File: config.mk
export PLATFORM = sky130hd
export DESIGN_NAME = fios_res_collector
export DESIGN_NICKNAME = d
export VERILOG_FILES = /design/src/rtl/fios_res_collector.sv
export SDC_FILE = /design/constraint.sdc
export NUM_CORES = 1
export LEC_CHECK = 0
export ABC_CLOCK_PERIOD_IN_PS = 15150
export CORE_ASPECT_RATIO = 0.9
export CORE_MARGIN = 4
export CORE_UTILIZATION = 35
export CTS_BUF_LIST = sky130_fd_sc_hd__clkbuf_16
export CTS_CLUSTER_SIZE = 28
export DETAILED_ROUTE_END_ITERATION = 10
export GPL_TIMING_DRIVEN = 0
export PLACE_DENSITY_LB_ADDON = 0.12
export SKIP_LAST_GASP = 1
export SYNTH_ARGS = -nofsm -noshare
export SYNTH_HDL_FRONTEND = slang
export SYNTH_SLANG_ARGS = --single-unit
File: constraint.sdc
create_clock -name clock_i -period 15.15 [get_ports clock_i]
set_clock_uncertainty 0.1 [all_clocks]
set_input_delay 2.2725 -clock clock_i [delete_from_list [all_inputs] [get_ports clock_i]]
set_output_delay 2.2725 -clock clock_i [all_outputs]
set_load 0.02 [all_outputs]
File: src/rtl/fios_res_collector.sv
// Result collector for the FIOS Montgomery multiplier. It assembles the serial 17-bit RES words,
// optionally subtracts p once with a word-serial borrow chain, and presents the result with valid/ready.
module fios_res_collector #(
  parameter int unsigned s         = 8,
  parameter bit          FINAL_SUB = 1'b1
) (
  input  logic              clock_i,
  input  logic              reset_i,
  input  logic              start_i,
  input  logic [s*17-1:0]   p_i,
  input  logic              res_valid_i,
  input  logic [16:0]       res_i,
  output logic [s*17-1:0]   res_o,
  output logic              res_valid_o,
  input  logic              res_ready_i,
  output logic              busy_o,
  output logic              error_o
);

  localparam int unsigned W    = 17;
  localparam int unsigned CntW = $clog2(s) + 1;
  localparam int unsigned IdxW = (s > 1) ? $clog2(s) : 1;

  typedef enum logic [1:0] {StIdle, StCollect, StSub, StHold} state_e;

  state_e              state_q, state_d;
  logic [CntW-1:0]     cnt_q, cnt_d;
  logic                borrow_q, borrow_d;
  logic                err_q, err_d;
  logic [s*W-1:0]      res_q, res_d;
  logic [W-1:0]        words_q [s];
  logic [W-1:0]        p_q     [s];
  logic [W-1:0]        diff_q  [s];

  logic                wr_word, wr_diff, ld_p, last;
  logic [IdxW-1:0]     idx, wr_idx;
  logic [W:0]          sub_full;
  logic [s*W-1:0]      word_vec, coll_vec, diff_vec;

  assign idx  = cnt_q[IdxW-1:0];
  assign last = (idx == IdxW'(s - 1));

  // One word of the borrow chain; bit W is the borrow out.
  assign sub_full = {1'b0, words_q[idx]} - {1'b0, p_q[idx]} - {{W{1'b0}}, borrow_q};

  // Candidate results: the word currently being produced is taken from the live path.
  always_comb begin
    word_vec = '0;
    coll_vec = '0;
    diff_vec = '0;
    for (int unsigned k = 0; k < s; k++) begin
      word_vec[k*W+:W] = words_q[k];
      coll_vec[k*W+:W] = (k == s - 1) ? res_i : words_q[k];
      diff_vec[k*W+:W] = (k == s - 1) ? sub_full[W-1:0] : diff_q[k];
    end
  end

  always_comb begin
    state_d  = state_q;
    cnt_d    = cnt_q;
    borrow_d = borrow_q;
    err_d    = err_q;
    res_d    = res_q;
    wr_word  = 1'b0;
    wr_diff  = 1'b0;
    ld_p     = 1'b0;
    wr_idx   = idx;

    unique case (state_q)
      StIdle: begin
        if (start_i) begin
          ld_p    = 1'b1;
          cnt_d   = '0;
          state_d = StCollect;
          if (res_valid_i) begin
            wr_word = 1'b1;
            wr_idx  = '0;
            cnt_d   = CntW'(1);
          end
        end else if (res_valid_i) begin
          err_d = 1'b1;
        end
      end
      StCollect: begin
        if (start_i) err_d = 1'b1;
        if (res_valid_i) begin
          wr_word = 1'b1;
          cnt_d   = cnt_q + CntW'(1);
          if (last) begin
            if (FINAL_SUB) begin
              state_d  = StSub;
              cnt_d    = '0;
              borrow_d = 1'b0;
            end else begin
              state_d = StHold;
              res_d   = coll_vec;
            end
          end
        end
      end
      StSub: begin
        if (start_i || res_valid_i) err_d = 1'b1;
        wr_diff  = 1'b1;
        borrow_d = sub_full[W];
        cnt_d    = cnt_q + CntW'(1);
        if (last) begin
          state_d = StHold;
          // Final borrow set means result < p: keep the original words.
          res_d   = sub_full[W] ? word_vec : diff_vec;
        end
      end
      StHold: begin
        if (res_valid_i) err_d = 1'b1;
        if (res_ready_i) begin
          if (start_i) begin
            ld_p    = 1'b1;
            cnt_d   = '0;
            state_d = StCollect;
          end else begin
            state_d = StIdle;
          end
        end else if (start_i) begin
          err_d = 1'b1;
        end
      end
      default: state_d = StIdle;
    endcase
  end

  always_ff @(posedge clock_i) begin
    if (reset_i) begin
      state_q  <= StIdle;
      cnt_q    <= '0;
      borrow_q <= 1'b0;
      err_q    <= 1'b0;
      res_q    <= '0;
      for (int unsigned k = 0; k < s; k++) begin
        words_q[k] <= '0;
        p_q[k]     <= '0;
        diff_q[k]  <= '0;
      end
    end else begin
      state_q  <= state_d;
      cnt_q    <= cnt_d;
      borrow_q <= borrow_d;
      err_q    <= err_d;
      res_q    <= res_d;
      if (wr_word) words_q[wr_idx] <= res_i;
      if (wr_diff) diff_q[idx] <= sub_full[W-1:0];
      if (ld_p) begin
        for (int unsigned k = 0; k < s; k++) p_q[k] <= p_i[k*W+:W];
      end
    end
  end

  assign res_o       = res_q;
  assign res_valid_o = (state_q == StHold);
  assign busy_o      = (state_q != StIdle);
  assign error_o     = err_q;

endmodule

==> results.sh <==
export IMPL_status="completed"
export IMPL_overflow=0
export IMPL_num_vias=18200
export IMPL_cts_sinks=537
export IMPL_multiInputGateArea_um2=8920
export IMPL_hold_ws_ps=400
export IMPL_gr_usage_all_layers=0.233
export IMPL_synth_common_cells="391 x edfxtp_1, 285 x nor2_1, 239 x and2_1"
export IMPL_path_clk_slew_ps=60
export IMPL_totalWireLength_um=88500
export IMPL_clock_latency_ps=630
export IMPL_routedWlPerCell_um=26.4
export IMPL_cts_max_path_buffers=3
export IMPL_rsz0062_at_grt="false"
export IMPL_grt_pass1_vias=18000
export IMPL_dr_pass1_iters=5
export IMPL_critical_path_max_fanout=10
export IMPL_startpoint_type="register"
export IMPL_start_util=0.355
export IMPL_ctsHoldBuffers=0
export IMPL_crit_type="register to register"
export IMPL_nFillCells=6520
export IMPL_total_leakage_power_nw=10.5
export IMPL_p_seq_frac=0.255
export IMPL_grt_max_degree=71
export IMPL_drt_initial_drc_count=1822
export IMPL_die_w_um=286
export IMPL_fmax_ghz=0.150
export IMPL_synth_top_cell_area_share=0.481
export IMPL_numCtsBuffers=58
export IMPL_cts_resized=0
export IMPL_areaGrowthSynthToFinish_pct=25.1
export IMPL_hold_viol_final=0
export IMPL_register_area_um2=14700
export IMPL_syn_nets=2207
export IMPL_pre_cts_ws_ps=8600
export IMPL_die_area_um2=74000
export IMPL_slew_headroom=0.236
export IMPL_cp_required_ps=15370
export IMPL_power_density_nw_per_um2=236
export IMPL_die_h_um=258
export IMPL_avgViaCountPerCell=5.42
export IMPL_reg2reg_slack_ps=8500
export IMPL_antenna_found_initial=8
export IMPL_dp_cells=3248
export IMPL_drv_slew=0
export IMPL_period_minus_slack_ps=6650
export IMPL_ys_warn_count=0
export IMPL_p_sw_mw=3.50
export IMPL_async_flop_share=0
export IMPL_grt_pass1_wl_um=125000
export IMPL_setup_ws_ps=8500
export IMPL_syn_area_um2=24400
export IMPL_num_rows=91
export IMPL_finalCoreUtilization=0.444
export IMPL_ys_flop_type="edfxtp_1"
export IMPL_p_comb_frac=0.564
export IMPL_cts_tree="built"
export IMPL_intPower_mw=3.70
export IMPL_crit_path_end_kind="register"
export IMPL_gp_congestion=0.923
export IMPL_htreeDepth=2
export IMPL_fin_crit_sh=0.439
export IMPL_ys_seq_elements=537
export IMPL_synth_cell_types=67
export IMPL_synth_edf_count=391
export IMPL_core_area_um2=68800
export IMPL_synth_top_cell_by_area="edfxtp_1"
export IMPL_dp_hpwl_um=68200
export IMPL_ys_seq_area_frac=0.601
export IMPL_cap_violations=0
export IMPL_cp_arrival_ps=6870
export IMPL_layout_nets=2574
export IMPL_setup_tns_ps=0
export IMPL_post_cts_buffers=0
export IMPL_min_from="res_o[63]$_SDFFE_PP0P_"
export IMPL_drc=0
export IMPL_synth_area_top_cells="edfxtp_1 48%, dfxtp_1 12%, mux4_2 6.3%"
export IMPL_drive_gt1_frac=0.101
export IMPL_ant_nets=0
export IMPL_clockPowerShare=0.181
export IMPL_instances_no_fill=3358
export IMPL_hold_class="register to register"
export IMPL_p_total_mw=7.21
export IMPL_tightest_slew_ps=1150
export IMPL_io_buffer_count=294
export IMPL_place_area_um2=28800
export IMPL_cts_root_buf="clkbuf_16"
export IMPL_syn_mean_instance_area_um2=12.1
export IMPL_netlist_instances=2011
export IMPL_fin_area_um2=30500
export IMPL_peakVddDrop_mv=0.262
export IMPL_num_io_pins=297
export IMPL_netSwitchingFraction=0.486
export IMPL_yosysMostFrequentCell="edfxtp_1"
export IMPL_setup_viol=0
==> registers in the layout (all words and copies together), names as in the netlist, named ones only <==
register and count:
state_q 2, p_q 136, cnt_q 3, words_q 136, diff_q 119, borrow_q 1
error_o 1, res_o 136
==> area by class of cell <==
type,instances,share of cell area
Buffer,169,0.0245
Timing Repair Buffer,307,0.103
Tap cell,930,0.0381
Clock buffer,61,0.0500
Antenna cell,3,0.000246
Inverter,41,0.00504
Sequential cell,537,0.480
Clock inverter,46,0.00627
Multi-Input combinational cell,1264,0.292
==> kinds of logic (layout without fill, tap and decap cells) <==
kind of cell    Yosys count  in the layout  share of synthesized area
compound gates          338            338                     0.0983
xor+xnor                 11             11                    0.00395
fa+ha+maj                38             38                     0.0201
buf+inv                 210            624                     0.0369
flops                   537            537                      0.601
mux                     103            103                     0.0785
other cells               0              3                          0
simple gates            774            774                      0.161
==> power groups by stage <==
stage	combinational, mW	sequential (mW)	clock [mW]
6_report	4.07	1.84	1.31
5_1_grt	4.25	1.85	1.39
4_1_cts	4.03	1.84	1.33
3_5_place_dp	4.02	1.87	0
3_3_place_gp	3.59	1.87	0
2_1_floorplan	1.98	1.84	0
==> critical path, stage by stage, from the launching register on <==
cell and delay (ps):
dfxtp_1 300, clkbuf_1 350, buf_2 480, buf_1 750, mux4_2 670, mux2i_1 280, ha_1 280, inv_1 60
ha_1 280, a21o_1 240, a21oi_1 340, a2bb2oi_1 400, a211oi_1 170, nor3_1 530, or2_2 210, clkbuf_1 770
nor2_1 100
==> placed cells by master (no fill, tap or decap), drive strengths merged, types with 60 or more instances in the layout <==
master | Yosys | final
a311oi | 125 | 125
and2 | 239 | 239
clkbuf | 123 | 184
clkdlybuf4s50 | 0 | 294
dfxtp | 146 | 146
edfxtp | 391 | 391
inv | 41 | 60
mux4 | 68 | 68
nand3 | 132 | 132
nor2 | 285 | 285
o21ai | 129 | 129
==> routing by layer <==
metal  vias up  global-route usage  part of all wire
met5         -                   0           0.00040
met4         6              0.0698             0.030
met3       133              0.0410             0.075
met2       748               0.385              0.47
met1      9165               0.316              0.42
li1       8157                   -                 -
==> final timing paths <==
kind | end | cells after the start
worst max-delay path | diff_q[5][14]$_SDFFCE_PN0P_ | 16
worst min-delay path | res_o[63]$_SDFFE_PP0P_ | 2
worst max register to register | diff_q[5][14]$_SDFFCE_PN0P_ | 16
worst min register to register | res_o[63]$_SDFFE_PP0P_ | 2
Power figures use the tool's default switching activity.
